==> src/rtl/imem_responder.sv <==
// -----------------------------------------------------------------------------
// imem_responder
//   Instruction-memory responder for the fetch stage. Accepts one fetch request
//   (byte PC) at a time and returns the instruction word after LATENCY cycles,
//   counted from the cycle the request is presented. While a fetch is in
//   flight, busy is high so the hazard logic can stall PC writes. A flush
//   cancels the in-flight fetch (branch/J/JR redirect). A request presented
//   together with the flush is accepted in the same cycle, so a redirect adds
//   no bubble. A load port writes program words at any time.
//
// Parameters
//   ADDR_W   word-address width; DEPTH = 2**ADDR_W words
//   DATA_W   instruction width
//   LATENCY  request-to-response latency in cycles, 1..8
//
// Ports
//   clk        rising-edge clock
//   reset      synchronous active-high reset (memory contents are kept)
//   req, addr  fetch request and byte PC; sampled only while busy=0
//   flush      cancel the in-flight fetch
//   busy       fetch in flight; new requests are not taken
//   rvalid     one-cycle pulse qualifying rdata/rerr
//   rdata      fetched instruction, 0 on error; holds between responses
//   rerr       misaligned or out-of-range PC
//   load_en, load_addr, load_data   program-load write port
// -----------------------------------------------------------------------------
module imem_responder #(
  parameter int ADDR_W  = 6,
  parameter int DATA_W  = 32,
  parameter int LATENCY = 2
) (
  input  logic              clk,
  input  logic              reset,
  input  logic              req,
  input  logic [31:0]       addr,
  input  logic              flush,
  output logic              busy,
  output logic              rvalid,
  output logic [DATA_W-1:0] rdata,
  output logic              rerr,
  input  logic              load_en,
  input  logic [ADDR_W-1:0] load_addr,
  input  logic [DATA_W-1:0] load_data
);

  localparam int DEPTH = 2 ** ADDR_W;
  localparam int CNT_W = 4;
  localparam logic [CNT_W-1:0] CNT_INIT = CNT_W'(LATENCY - 1);

  typedef enum logic [0:0] {
    ST_IDLE = 1'b0,
    ST_WAIT = 1'b1
  } state_t;

  // A PC is bad if it is not word aligned or points beyond the memory.
  function automatic logic addr_error(input logic [31:0] a);
    logic [31:0] hi_v;
    hi_v = a >> (ADDR_W + 2);
    addr_error = (a[1:0] != 2'b00) || (hi_v != 32'd0);
  endfunction

  logic [DATA_W-1:0] mem_r [DEPTH];
  state_t            state_r;
  logic [CNT_W-1:0]  cnt_r;
  logic [ADDR_W-1:0] waddr_r;
  logic              err_r;

  logic [ADDR_W-1:0] req_waddr_s;
  logic              req_err_s;

  // Decode the incoming PC into a word address and an error flag.
  always_comb begin
    req_waddr_s = addr[ADDR_W+1:2];
    req_err_s   = addr_error(addr);
  end

  // Program-load write port; no reset so contents survive a core reset.
  always_ff @(posedge clk) begin
    if (load_en) begin
      mem_r[load_addr] <= load_data;
    end
  end

  // Fetch FSM with registered outputs. The memory is read with non-blocking
  // semantics, so a load on the response edge returns the old word.
  always_ff @(posedge clk) begin
    if (reset) begin
      state_r <= ST_IDLE;
      cnt_r   <= {CNT_W{1'b0}};
      waddr_r <= {ADDR_W{1'b0}};
      err_r   <= 1'b0;
      busy    <= 1'b0;
      rvalid  <= 1'b0;
      rdata   <= {DATA_W{1'b0}};
      rerr    <= 1'b0;
    end else begin
      rvalid <= 1'b0;
      case (state_r)
        ST_IDLE: begin
          // flush is meaningless here; a request is taken as usual.
          if (req) begin
            cnt_r   <= CNT_INIT;
            waddr_r <= req_waddr_s;
            err_r   <= req_err_s;
            if (LATENCY == 1) begin
              // Single-cycle latency: the acceptance edge is the response edge.
              rvalid <= 1'b1;
              rerr   <= req_err_s;
              rdata  <= req_err_s ? {DATA_W{1'b0}} : mem_r[req_waddr_s];
            end else begin
              state_r <= ST_WAIT;
              busy    <= 1'b1;
            end
          end else begin
            state_r <= ST_IDLE;
          end
        end
        ST_WAIT: begin
          if (flush) begin
            // Redirect: drop the old fetch; a new request restarts the count.
            if (req) begin
              cnt_r   <= CNT_INIT;
              waddr_r <= req_waddr_s;
              err_r   <= req_err_s;
            end else begin
              state_r <= ST_IDLE;
              busy    <= 1'b0;
              cnt_r   <= {CNT_W{1'b0}};
            end
          end else if (cnt_r == 4'd1) begin
            state_r <= ST_IDLE;
            busy    <= 1'b0;
            cnt_r   <= {CNT_W{1'b0}};
            rvalid  <= 1'b1;
            rerr    <= err_r;
            rdata   <= err_r ? {DATA_W{1'b0}} : mem_r[waddr_r];
          end else begin
            cnt_r <= cnt_r - 4'd1;
          end
        end
        default: begin
          state_r <= ST_IDLE;
          busy    <= 1'b0;
        end
      endcase
    end
  end

endmodule
==> config.mk <==
export PLATFORM = sky130hd
export DESIGN_NAME = imem_responder
export DESIGN_NICKNAME = d
export VERILOG_FILES = /design/src/rtl/imem_responder.sv
export SDC_FILE = /design/constraint.sdc
export NUM_CORES = 2
export LEC_CHECK = 0
export ABC_AREA = 1
export CAP_MARGIN = 0
export CORE_ASPECT_RATIO = 1.2
export CORE_MARGIN = 1
export CORE_UTILIZATION = 35
export DETAILED_ROUTE_END_ITERATION = 6
export HOLD_SLACK_MARGIN = 0.15
export PLACE_DENSITY = 0.48
export SYNTH_ARGS = -nofsm -noshare
export SYNTH_HDL_FRONTEND = slang
export SYNTH_SLANG_ARGS = --single-unit
==> constraint.sdc <==
create_clock -name clk -period 6.7 [get_ports clk]
set_clock_uncertainty 0.2 [all_clocks]
set_input_delay 0.67 -clock clk [delete_from_list [all_inputs] [get_ports clk]]
set_output_delay 0.67 -clock clk [all_outputs]
set_load 0.01 [all_outputs]
; After elaboration in Yosys (flattened, before gate mapping)
; Memory sizes are Yosys's and may differ from the RTL's. A register that Yosys moved wholly into a read port is not among the register bits.
; Index checks and enable logic that the tools add are counted.
[totals]
wordCells = 49
ramBits = 2048
regBits = 47
out_inout_bits = 35
n_memories = 1
input_bits = 75
[memory_table]
columns = name, depth, width, rd, rd_clocked_by_memory_dff, wr, line
row1 = mem_r, 64, 32, 1, 1, 1, 62  ; logic [DATA_W-1:0] mem_r [DEPTH];
[op_classes]
n_eq_ne = 5
addsub = 1
n_reduce_logical = 6
n_mux = 26
n_bitwise = 2
[ops]
columns = operator, n
row1 = $mux W32, 1
row2 = $reduce_bool A32 Y1, 1
row3 = $mux W6, 4
row4 = $mux W1, 13
row5 = $mux W4, 3
row6 = $pmux W6 S2, 1
row7 = $pmux W4 S2, 1
row8 = $pmux W1 S2, 3
row9 = $reduce_and A3 Y1, 2
row10 = $eq A4 B1 Y1 const B, 1
row11 = $ne A2 B2 Y1 const B, 2
row12 = $sub A4 B1 Y4 const B, 1
row13 = $ne A3 B2 Y1 const B, 1
row14 = $ne A3 B3 Y1 const B, 1
row15 = $reduce_or A3 Y1, 1
row16 = $not A1 Y1, 2
row17 = $reduce_bool A2 Y1, 1
row18 = $logic_or A1 B1 Y1, 1

; Depth between registers and ports, before layout
[logic_depth]
word_depth = 5
mapped_depth = 14
ltp_nobuf = 11

; Worst setup path before layout
; No wires, ideal clock.
[synth_timing]
kind = input to register
startpoint = input port load_en
endpoint = memory mem_r[0][0] (enable)
stages = 3
t_arrival_ps = 2572
n_path_buf = 1
required_ps = 6079
slack_ps = 3507
setup_time_ps = 421
path_cell_list = clkbuf_1 > nand4_1 > nor2_1
[synth_via]
elab_chain_cells = 2
[synth_rtl]
columns = element, line
row1 = "start, declared", 41  ; input logic load_en,
row2 = $mux W1, 79  ; if (load_en) begin
row3 = $mux W1 (implied by the code), 80  ; mem_r[load_addr] <= load_data;
row4 = "end, declared", 62
; No other way between the ends.

==> results_dict.tcl <==
set metrics [dict create \
    cts.sink_count 2101 \
    htree_levels 4 \
    grt_pass1_wl_um 369000 \
    ys_dominant_reg_cell "edfxtp_1" \
    yosysWarnings 0 \
    die_x_um 449 \
    gp_congestion 0.788 \
    fmax_mhz 249 \
    setup_tns_ns 0 \
    top_layer "met5" \
    p_sw_mw 6.81 \
    vias_per_cell 5.24 \
    layoutNonFillerInstCount 10200 \
    synth_enable_flop_cells 2048 \
    leakagePower_nw 32.4 \
    ys_seq_area_frac 0.747 \
    drt-wirelength-per-cell_um 25.0 \
    crit_top_cell "nand2_1" \
    route.met3.wl_um 14000 \
    slowest_delay_ns 0.83 \
    ys_async_sr_fraction 0 \
    final_area_mm2 0.0949 \
    cts_max_path_buffers 4 \
    ant_nets 0 \
    arrival_ns 4.56 \
    crit_path_start_kind "flip-flop" \
    placed_area_mm2 0.0883 \
    placed_cells 9840 \
    syn_area_mm2 0.0838 \
    drt_iter0_drc 4630 \
    crit_fanout 146 \
    p_int_mw 21.5 \
    report.final.slew_viol_count 0 \
    share_comb_of_total_power 0.078 \
    sw_frac_of_total 0.240 \
    root_buffer "clkbuf_16" \
    antenna_found_initial 8 \
    rsz0062_at_grt "no" \
    wirelength_met1_um 109000 \
    clockPowerShare 0.407 \
    synth_seq_cells 2101 \
    synth.most_common_cell "edfxtp_1" \
    cts.clk_slew.worst_paths_ns 0.06 \
    pin_count 110 \
    cts_tree "yes" \
    dpl.hpwl_um 134000 \
    synth.distinct_cells 27 \
    layout-drive-gt1-share 0.0791 \
    rows 196 \
    yosysTopAreaCell "edfxtp_1" \
    worst_slew_pin_slew_ns 1.32 \
    critPathCaptureType "flip-flop" \
    holdBufCountCts 0 \
    die_area_mm2 0.241 \
    cts_resized 0 \
    drt-total-wl_um 255000 \
    worstSkewPairLatency_ns 0.87 \
    area_delta_synth_final_pct 13.3 \
    overflow 0 \
    fp.dieH_um 538 \
    vias 53600 \
    wl_met2_um 128000 \
    synth_xor_area_frac 0.000105 \
    yosys.area.top_type_share 0.734 \
    dr.pass1.iters 6 \
    grt_util_all_layers 0.207 \
    synth_commonest_cells "edfxtp_1 (2,048), nand2_1 (1,911), nand3_1 (1,362)" \
    cap_violations 0 \
    timing.hold.ws_ns 0.228 \
    setup_violations 0 \
    synthMuxAreaShare 0 \
    syn_area_per_cell_um2 12.2 \
    synth-simple-area-share 0.185 \
    initial_utilization 0.352 \
    core_mm2 0.238 \
    drc 0 \
    hp-start "addr[5]" \
    grt_max_degree 163 \
    synth-compound-area-share 0.0368 \
    crit_required_ns 7.24 \
    hold_viol_final 0 \
    power_density_mw_per_mm2 299 \
    min_period_ns 4.01 \
    cp_slowest_cell "buf_4" \
    synth_fa_ha_area_frac 0.000299 \
    power_frac_seq 0.515 \
    synthTopCellsByArea "edfxtp_1 (73%), nand2_1 (8.6%), nand3_1 (8.1%), o21ai_0 (1.8%), nor2_1 (1.6%)" \
    portBuffers 109 \
    cts_buffers 218 \
    ir_drop_v 0.000205 \
    syn_nets 6943 \
    grt_pass1_vias 52100 \
    period_share 0.599 \
    hold_path_class "primary input to flip-flop" \
    relSlewSlack 0.120 \
    path_cells "buf_12, buf_4, a21oi_1, o31ai_1, nand3_1, nand3_1, nand2_1, nand2_1, nand2_1" \
    finalCoreUtilization 0.399 \
    syn_inst 6866 \
    synth_top_family_by_area "simple AND/OR/NAND/NOR gates" \
    status "finished, final reports clean" \
    nNetsFinal 6969 \
    critical_path_class "flip-flop to flip-flop" \
    cts_setup_buffers 0 \
]
==> layout by cell type, fill, tap and decap left out, types with 5 or more instances in the layout <==
| master | count |
|---|---|
| o21ai_1 | 23 |
| buf_4 | 131 |
| nand2_1 | 1911 |
| nor2_1 | 302 |
| clkdlybuf4s50_1 | 77 |
| buf_12 | 20 |
| bufinv_16 | 9 |
| nor4_1 | 7 |
| inv_1 | 64 |
| dfxtp_4 | 5 |
| a21oi_1 | 103 |
| o22ai_1 | 130 |
| nor2_4 | 65 |
| edfxtp_1 | 2048 |
| clkbuf_16 | 219 |
| clkbuf_1 | 50 |
| nand4_1 | 10 |
| clkinv_1 | 41 |
| dfxtp_1 | 47 |
| o31ai_1 | 12 |
| o21ai_0 | 306 |
| clkbuf_8 | 14 |
| buf_2 | 32 |
| nand3_1 | 1362 |
| clkinv_2 | 44 |
==> path summary, 6_finish.rpt <==
check	to	slack, ns	cells after the start
setup / recovery	rdata[9]	2.69	9
hold reg to reg	rdata[10]	0.27	2
hold / removal	flip-flop	0.23	3
setup reg to reg	rdata[9]	2.69	9
==> routing by layer <==
metal  track usage  up-vias
met5             0        -
met4        0.0460        4
met3        0.0296      346
met2         0.362     1547
met1         0.271    27200
li1              -    24600
==> power by group through the flow <==
stage	Combinational [mW]	Sequential, mW	Clock [mW]
after floorplan	1.31	14.8	0
after global placement	2.23	14.9	0
after detailed placement	2.23	14.9	0
after CTS	2.24	14.6	11.8
after global routing	2.42	14.6	12.2
final	2.22	14.6	11.5
==> per-stage QoR <==
stage	total power [mW]	setup WS [ns]
after global placement	17.1	2.29
final	28.3	2.69
after floorplan	16.1	3.51
after CTS	28.6	2.68
after detailed placement	17.1	2.24
after global routing	29.2	2.59
==> cells by family after synthesis <==
group	count (synthesis)
xor+xnor	1
buf+inv	525
fa+ha+maj	2
compound gates	576
simple gates	3661
flops	2101
==> worst max-delay path: cells and delay by family, from the launching register on <==
family,cells,cell delay [ns]
DFF,1,0.74
AOI/OAI and AO/OA,2,0.67
buffers and inverters,2,1.50
and+or+nand+nor,5,0.63
==> state kept, by name (all words and copies together), names as in the netlist, named ones only <==
| name | flops |
|---|---|
| cnt_r | 4 |
| busy | 1 |
| err_r | 1 |
| waddr_r | 6 |
| rdata | 32 |
| rerr | 1 |
| mem_r | 2048 |
| state_r | 1 |
| rvalid | 1 |
==> area by class of cell <==
cell class | count | area [um2]
fill | 22400 | 143000
clock buffer | 283 | 5860
sequential | 2101 | 62600
multi-input combinational | 4240 | 19100
clock inverter | 102 | 752
inverter | 71 | 295
timing repair buffer | 260 | 2310
tap | 3168 | 3960
antenna | 3 | 7.51
(Power assumes the default switching activity.)
